File: src/rtl/add_seq_ctrl.sv
// Nibble-serial adder: captures A, B and C_in on Start, adds one 4-bit slice per
// clock from the least significant nibble upward, then publishes SUM/C_out/Ovf.
module add_seq_ctrl #(
  parameter int N_NIB = 4,
  localparam int W = 4 * N_NIB
) (
  input  logic         Clock,
  input  logic         Reset,
  input  logic         Start,
  input  logic [W-1:0] A,
  input  logic [W-1:0] B,
  input  logic         C_in,
  output logic         Busy,
  output logic         Done,
  output logic [W-1:0] SUM,
  output logic         C_out,
  output logic         Ovf
);

  localparam int KW = (N_NIB > 1) ? $clog2(N_NIB) : 1;
  localparam logic [KW-1:0] K_LAST = KW'(N_NIB - 1);

  typedef enum logic [1:0] {IDLE, ADD, DONE} state_t;

  state_t         state, next_state;
  logic [KW-1:0]  k;
  logic [W-1:0]   a_reg, b_reg, res, res_next;
  logic           carry;
  logic [3:0]     a_nib, b_nib;
  logic [4:0]     nib_sum;

  always_ff @(posedge Clock or posedge Reset) begin
    if (Reset) state <= IDLE;
    else       state <= next_state;
  end

  always_comb begin
    next_state = state;
    Busy       = 1'b0;
    Done       = 1'b0;
    case (state)
      IDLE: if (Start) next_state = ADD;
      ADD: begin
        Busy = 1'b1;
        if (k == K_LAST) next_state = DONE;
      end
      DONE: begin
        Busy       = 1'b1;
        Done       = 1'b1;
        next_state = IDLE;
      end
      default: next_state = IDLE;
    endcase
  end

  // One nibble slice per cycle; res_next is the working result with slice k filled in.
  always_comb begin
    a_nib    = a_reg[{k, 2'b00} +: 4];
    b_nib    = b_reg[{k, 2'b00} +: 4];
    nib_sum  = {1'b0, a_nib} + {1'b0, b_nib} + {4'b0000, carry};
    res_next = res;
    res_next[{k, 2'b00} +: 4] = nib_sum[3:0];
  end

  // Outputs only change on the final slice, so partial sums never leak out.
  always_ff @(posedge Clock or posedge Reset) begin
    if (Reset) begin
      k     <= '0;
      a_reg <= '0;
      b_reg <= '0;
      carry <= 1'b0;
      res   <= '0;
      SUM   <= '0;
      C_out <= 1'b0;
      Ovf   <= 1'b0;
    end else begin
      case (state)
        IDLE: begin
          if (Start) begin
            a_reg <= A;
            b_reg <= B;
            carry <= C_in;
            k     <= '0;
            res   <= '0;
          end
        end
        ADD: begin
          res   <= res_next;
          carry <= nib_sum[4];
          if (k == K_LAST) begin
            k     <= '0;
            SUM   <= res_next;
            C_out <= nib_sum[4];
            Ovf   <= (a_reg[W-1] == b_reg[W-1]) && (res_next[W-1] != a_reg[W-1]);
          end else begin
            k <= k + KW'(1);
          end
        end
        default: ;
      endcase
    end
  end

endmodule

File: config.mk
export PLATFORM = sky130hd
export DESIGN_NAME = add_seq_ctrl
export DESIGN_NICKNAME = d
export VERILOG_FILES = /design/src/rtl/add_seq_ctrl.sv
export SDC_FILE = /design/constraint.sdc
export NUM_CORES = 1
export LEC_CHECK = 0
export BUFFER_PORTS_ARGS = -buffer_cell sky130_fd_sc_hd__buf_2
export CAP_MARGIN = 0
export CELL_PAD_IN_SITES_DETAIL_PLACEMENT = 0
export CELL_PAD_IN_SITES_GLOBAL_PLACEMENT = 2
export CORE_MARGIN = 2
export CORE_UTILIZATION = 38
export DETAILED_ROUTE_END_ITERATION = 10
export PLACE_DENSITY = 0.86
export SYNTH_ARGS = -nofsm -noshare
export SYNTH_HDL_FRONTEND = slang
export SYNTH_SLANG_ARGS = --single-unit
File: constraint.sdc
create_clock -name Clock -period 3.5 [get_ports Clock]
set_input_delay 0.35 -clock Clock [delete_from_list [all_inputs] [get_ports Clock]]
set_output_delay 0.35 -clock Clock [all_outputs]
set_load 0.03 [all_outputs]
==> results of run 1 <==
[metrics by stage]
step	instance area [um^2]	total power [W]	hold WS (ps)	setup slack (ps)
floorplan	3450	0.00293	448	779
global placement	3850	0.00348	432	755
CTS	4090	0.00432	44.6	633
finish	4090	0.00428	39.5	635
detailed placement	3850	0.00350	433	653
global route	4090	0.00459	72.0	487
[critical path, stage by stage, from the launching register on]
cell,delay (ps)
dfrtp_1,590
mux4_2,570
fa_1,440
inv_1,90
fa_1,490
nor3_1,420
a22o_1,220
[area by class of cell]
| cell class | count | share of cell area |
|---|---|---|
| Clock inverter | 6 | 0.0284 |
| Timing Repair Buffer | 60 | 0.0765 |
| Inverter | 19 | 0.0174 |
| Tap cell | 108 | 0.0330 |
| Sequential cell | 71 | 0.434 |
| Clock buffer | 10 | 0.0312 |
| Multi-Input combinational cell | 180 | 0.379 |
[worst paths after layout]
| path | to | startpoint | slack (ps) | depth (start not counted) |
|---|---|---|---|---|
| hold / removal | a_reg[8] | Reset | 40 | 2 |
| setup / recovery | res[13] | k[0] | 630 | 6 |
| setup reg to reg | res[13] | k[0] | 630 | 6 |
| min in group Clock | a_reg[12] | A[12] | 200 | 2 |
| hold reg to reg | SUM[8] | SUM[8] | 480 | 2 |
| max in group asynchronous | res[7] | Reset | 2700 | 3 |
[power by group through the flow]
stage	clock network, W	logic, W	registers, W
after global placement	0	0.00213	0.00135
after detailed placement	0	0.00214	0.00136
after global routing	0.000866	0.00233	0.00139
after floorplan	0	0.00155	0.00139
after CTS	0.000824	0.00215	0.00135
final	0.000808	0.00213	0.00134
[cells by family (layout without fill, tap and decap cells)]
family                     count (synthesis)  in the layout  share of synthesized area
muxes                                     48             48                      0.183
adders and majority gates                 14             14                     0.0551
buffers and inverters                     29             95                     0.0352
DFF                                       71             71                      0.515
and+or+nand+nor                           56             56                     0.0871
AOI/OAI and AO/OA                         61             61                      0.122
xor gates and xnor gates                   1              1                    0.00254
[layout by cell type (no fill, tap or decap), types with 4 or more instances in the layout]
master    instances
dfrtp_1          71
buf_2            55
mux2_1           36
nand2_1          22
o21ai_1          19
inv_1            16
a21oi_1          12
ha_1             12
nor2b_1          10
clkbuf_8          9
mux4_2            8
nor2_1            7
buf_4             5
mux2_2            4
o31ai_2           4
nor3_1            4
a22o_1            4
a32o_1            4
[per-layer routing]
metal,share of wire,global-route usage,up-vias
met5,0,0,-
met4,0.019,0.0569,0
met3,0.050,0.0436,13
met2,0.46,0.261,65
met1,0.47,0.213,1145
li1,-,-,1134
==> run metrics, run 1 <==
status=completed; total CTS buffers=9; Async SR Flop Fraction=1.00; fmax=349 MHz; MaxCap Viol Count=0; Final Cycle Share=0.819; area share of the largest cell type after synthesis=0.515; layout cell share with drive strength beyond 1=0.286; largest net degree at the start of global routing=33; Clock Power Share=0.189; initial antenna violation count=0; core area=8760 um^2; TritonCTS clock tree=yes; maximum VDD drop=0.418 mV; die width=99.3 um; Critical Path End Type=flip-flop; Syn Nets=330; number of enable flip-flop cells after synthesis=0; area occupied by multi-input gates=1550 um^2; synth unique cells=43; Initial DRC Count=100; Final #Nets=391; Die Y=99.3 um; worst endpoint data arrival time=3150 ps; min Tclk post-route=2870 ps; switching fraction of total power=0.424; Detailed Routing Iterations Pass 1=4; Slew Limit Headroom=0.467; internal power=0.00247 W; Avg Cell Area, Syn=12.3 um^2; max-slew violations=0; first-pass GRT wire length=12500 um; Seq pwr share=0.314; Clock Tree Root=clkbuf_8; worst hold path type=input pin to async pin; fill cell count=833; CTS Hold Bufs=0; Final Non-Filler Cells=454; Hold Fails Final Rpt=0; PortBufs=55; DR DRC count=0; clock sinks=71; P_leak=1.88 nW; Post-CTS Resized=0; RSZ-0062 raised after global routing=no; P_sw=0.00181 W; Worst Path Max Fanout=11; Starting Density=0.394; Placed Cells incl. Taps=438; Finished Core Util=0.467; Clk pin slew, worst setup/hold paths=80 ps; Synth top cells by count=dfrtp_1, mux2_1, nand2_1; Comb power frac=0.497; total congestion overflow=0; clk_skew=10.3 ps; critical path type=flip-flop to flip-flop; Vias per Instance=5.19; PD cells=1050 nW/um^2; CP Launch Type=flip-flop; routed via count=2357; Detail Route Antenna Nets=0; # rows=34; sequential share of the synthesized area=0.515; Gate Count Post-Synth=280; aggregate routed wire length=7390 um; clock latency on the worst-skew pair=350 ps; Post-CTS Repair Setup Buffers=0; WL/cell=16.3 um; Seq. cell area=1780 um^2; H-tree Lvls=3; Setup violations, final=0; antenna cells=0; number of global-route vias before repair=2461; area grow syn2layout=18.6%; area leader, netlist=dfrtp_1; Final Wtd Congestion=0.836; most frequent cell after synthesis=dfrtp_1; Mapped Area=3450 um^2; Yosys Warn Count=0; Die ar.=9860 um^2; measured slew at the worst slew-check pin=798 ps; Top FF cell, synth=dfrtp_1; largest cells by area after synthesis=dfrtp_1, mux2_1, mux4_2, ha_1, o21ai_1; CP required=3780 ps; setup TNS=0 ps; Top Ports=56; DPL Wire Length=5480 um; Total GRT Usage=0.162; Yosys reg bits=71; buffer depth of the longest clock path=2
Note: power is estimated with default switching activity, not from simulation.
==> inputs of run 2 (changes only) <==
Clock period 3.5 ns to 2.87 ns, I/O delays scaled along.
==> run metrics, run 2 (synthesis results as in run 1) <==
Final Cycle Share=0.928 (was 0.819); Worst R2R End=res[5] (was res[13]); Placed Cells incl. Taps=440 (was 438); die width=99.3 um (unchanged); DPL Wire Length=5470 um (was 5480 um); routed via count=2368 (was 2357); Setup violations, final=0 (unchanged); Post-CTS Resized=0 (unchanged); Critical path destination=res[5] (was res[13]); core area=8760 um^2 (unchanged); worst endpoint data arrival time=2950 ps (was 3150 ps); RSZ-0062 raised after global routing=no (unchanged); Top Ports=56 (unchanged); metal2 WL=3420 um (about the same); layout cell share with drive strength beyond 1=0.285 (was 0.286); R2R cell count=7 (was 6); met1 wire length=3280 um (was 3460 um); flop-to-flop setup slack=210 ps (was 630 ps); MaxCap Viol Count=0 (unchanged); uppermost routed layer=met4 (unchanged); Worst path max stage delay=560 ps (was 590 ps); setup TNS=0 ps (unchanged); Clock Tree Root=clkbuf_8 (unchanged); Slew Limit Headroom=0.465 (was 0.467); maximum VDD drop=0.652 mV (was 0.418 mV); number of global-route vias before repair=2444 (was 2461); Hold Fails Final Rpt=0 (unchanged); area grow syn2layout=17.9% (was 18.6%); critical-path cell list=mux4_2, fa_1, inv_1, fa_1, nor3_1, buf_4, a22o_1 (was mux4_2, fa_1, inv_1, fa_1, nor3_1, a22o_1); Crit path depth=7 (was 6); crit path launch=k[0] (unchanged); family with the most delay on the worst path=adder cells (unchanged); fmax=375 MHz (was 349 MHz); status=completed (unchanged); worst hold path type=input pin to async pin (unchanged); P_leak=1.87 nW (was 1.88 nW); Initial DRC Count=102 (was 100); Detailed Routing Iterations Pass 1=4 (unchanged); worst path bufs/invs=2 (was 1); Total GRT Usage=0.159 (was 0.162); Final Wtd Congestion=0.799 (was 0.836); antenna cells=0 (unchanged); clk_skew=10.5 ps (was 10.3 ps); most frequent cells in the layout=dfrtp_1, buf_2, mux2_1 (unchanged); total CTS buffers=9 (unchanged); Design Power=0.00503 W (was 0.00428 W); clock sinks=71 (unchanged); Critical Path End Type=flip-flop (unchanged); PD cells=1240 nW/um^2 (was 1050 nW/um^2); buffer depth of the longest clock path=2 (unchanged); CTS Hold Bufs=0 (unchanged); CP Launch Type=flip-flop (unchanged); Vias per Instance=5.20 (was 5.19); WL/cell=15.7 um (was 16.3 um); total congestion overflow=0 (unchanged); most common cell after layout, fill and taps aside=dfrtp_1 (unchanged); critical path type=flip-flop to flip-flop (unchanged); Die Y=99.3 um (unchanged); Final Non-Filler Cells=455 (was 454); clock latency on the worst-skew pair=350 ps (about the same); Worst Path Max Fanout=6 (was 11); measured slew at the worst slew-check pin=800 ps (was 798 ps); aggregate routed wire length=7140 um (was 7390 um); max-slew violations=0 (unchanged); largest net degree at the start of global routing=38 (was 33); Die ar.=9860 um^2 (unchanged); Final #Nets=393 (was 391); Detail Route Antenna Nets=0 (unchanged); Starting Density=0.394 (unchanged); first-pass GRT wire length=12000 um (was 12500 um); min Tclk post-route=2660 ps (was 2870 ps); CP required=3150 ps (was 3780 ps); H-tree Lvls=3 (unchanged); Post-CTS Repair Setup Buffers=0 (unchanged); Worst path most repeated cell=fa_1 (unchanged); PortBufs=55 (unchanged); FF-to-FF Start=k[0] (unchanged); DR DRC count=0 (unchanged); critical path's slowest cell=mux4_2 (was dfrtp_1); initial antenna violation count=0 (unchanged); Routed met3 length=293 um (was 372 um); # rows=34 (unchanged); TritonCTS clock tree=yes (unchanged); Clk pin slew, worst setup/hold paths=80 ps (about the same)
run 2: cell types whose count changed in the layout (fill, tap and decap cells not counted), sizes merged:
cell / previous run / this run
bufinv: 3 / 1
buf: 60 / 62
clkinvlp: 0 / 1
clkbuf: 10 / 11
inv: 21 / 19
clkinv: 1 / 2
run 2: how the worst min path moves through the flow:
stage               slack, ps  start        to
floorplan                 420   A[0]  a_reg[0]
global placement          460  Reset  state[1]
detailed placement        470  Reset  state[1]
CTS                       100  Reset   res[15]
global route              140  Reset  state[1]
finish                     70  Reset   res[12]
run 2: cell type report:
type | instances | area (um^2)
clock buffers | 11 | 131
inverters | 19 | 71.3
multi-input cells | 180 | 1550
clock inverters | 4 | 47.5
well taps | 108 | 135
repair buffers | 62 | 353
flip-flops and latches | 71 | 1780
fillers | 840 | 4700
run 2: layer usage:
layer  GRT usage  up-vias
li1            -     1138
met3      0.0365       12
met1       0.205     1164
met4      0.0706        0
met2       0.255       54
met5           0        -
run 2: worst reg2reg max path: cells and delay by family, from the launching register on:
| family | cells | cell delay [ps] |
|---|---|---|
| muxes | 1 | 560 |
| AOI/OAI and AO/OA | 1 | 130 |
| and+or+nand+nor | 1 | 210 |
| adders and majority gates | 2 | 940 |
| buffers and inverters | 2 | 240 |
| DFF | 1 | 520 |
run 2: power by group:
part           internal [W]  switching (W)  leakage, nW  total [W]
Sequential          0.00138       0.000233        0.905    0.00161
Combinational       0.00108        0.00157        0.879    0.00266
Clock              0.000394       0.000363       0.0892   0.000758
run 2: stage by stage:
stage / util / cell area (um^2) / setup slack (ps) / hold slack, ps
3_5_place_dp: 0.444 / 3890 / 228 / 471
3_3_place_gp: 0.444 / 3890 / 244 / 463
6_report: 0.464 / 4070 / 206 / 73.6
2_1_floorplan: - / 3450 / 149 / 419
4_1_cts: 0.464 / 4070 / 205 / 101
5_1_grt: 0.464 / 4070 / 20.3 / 136
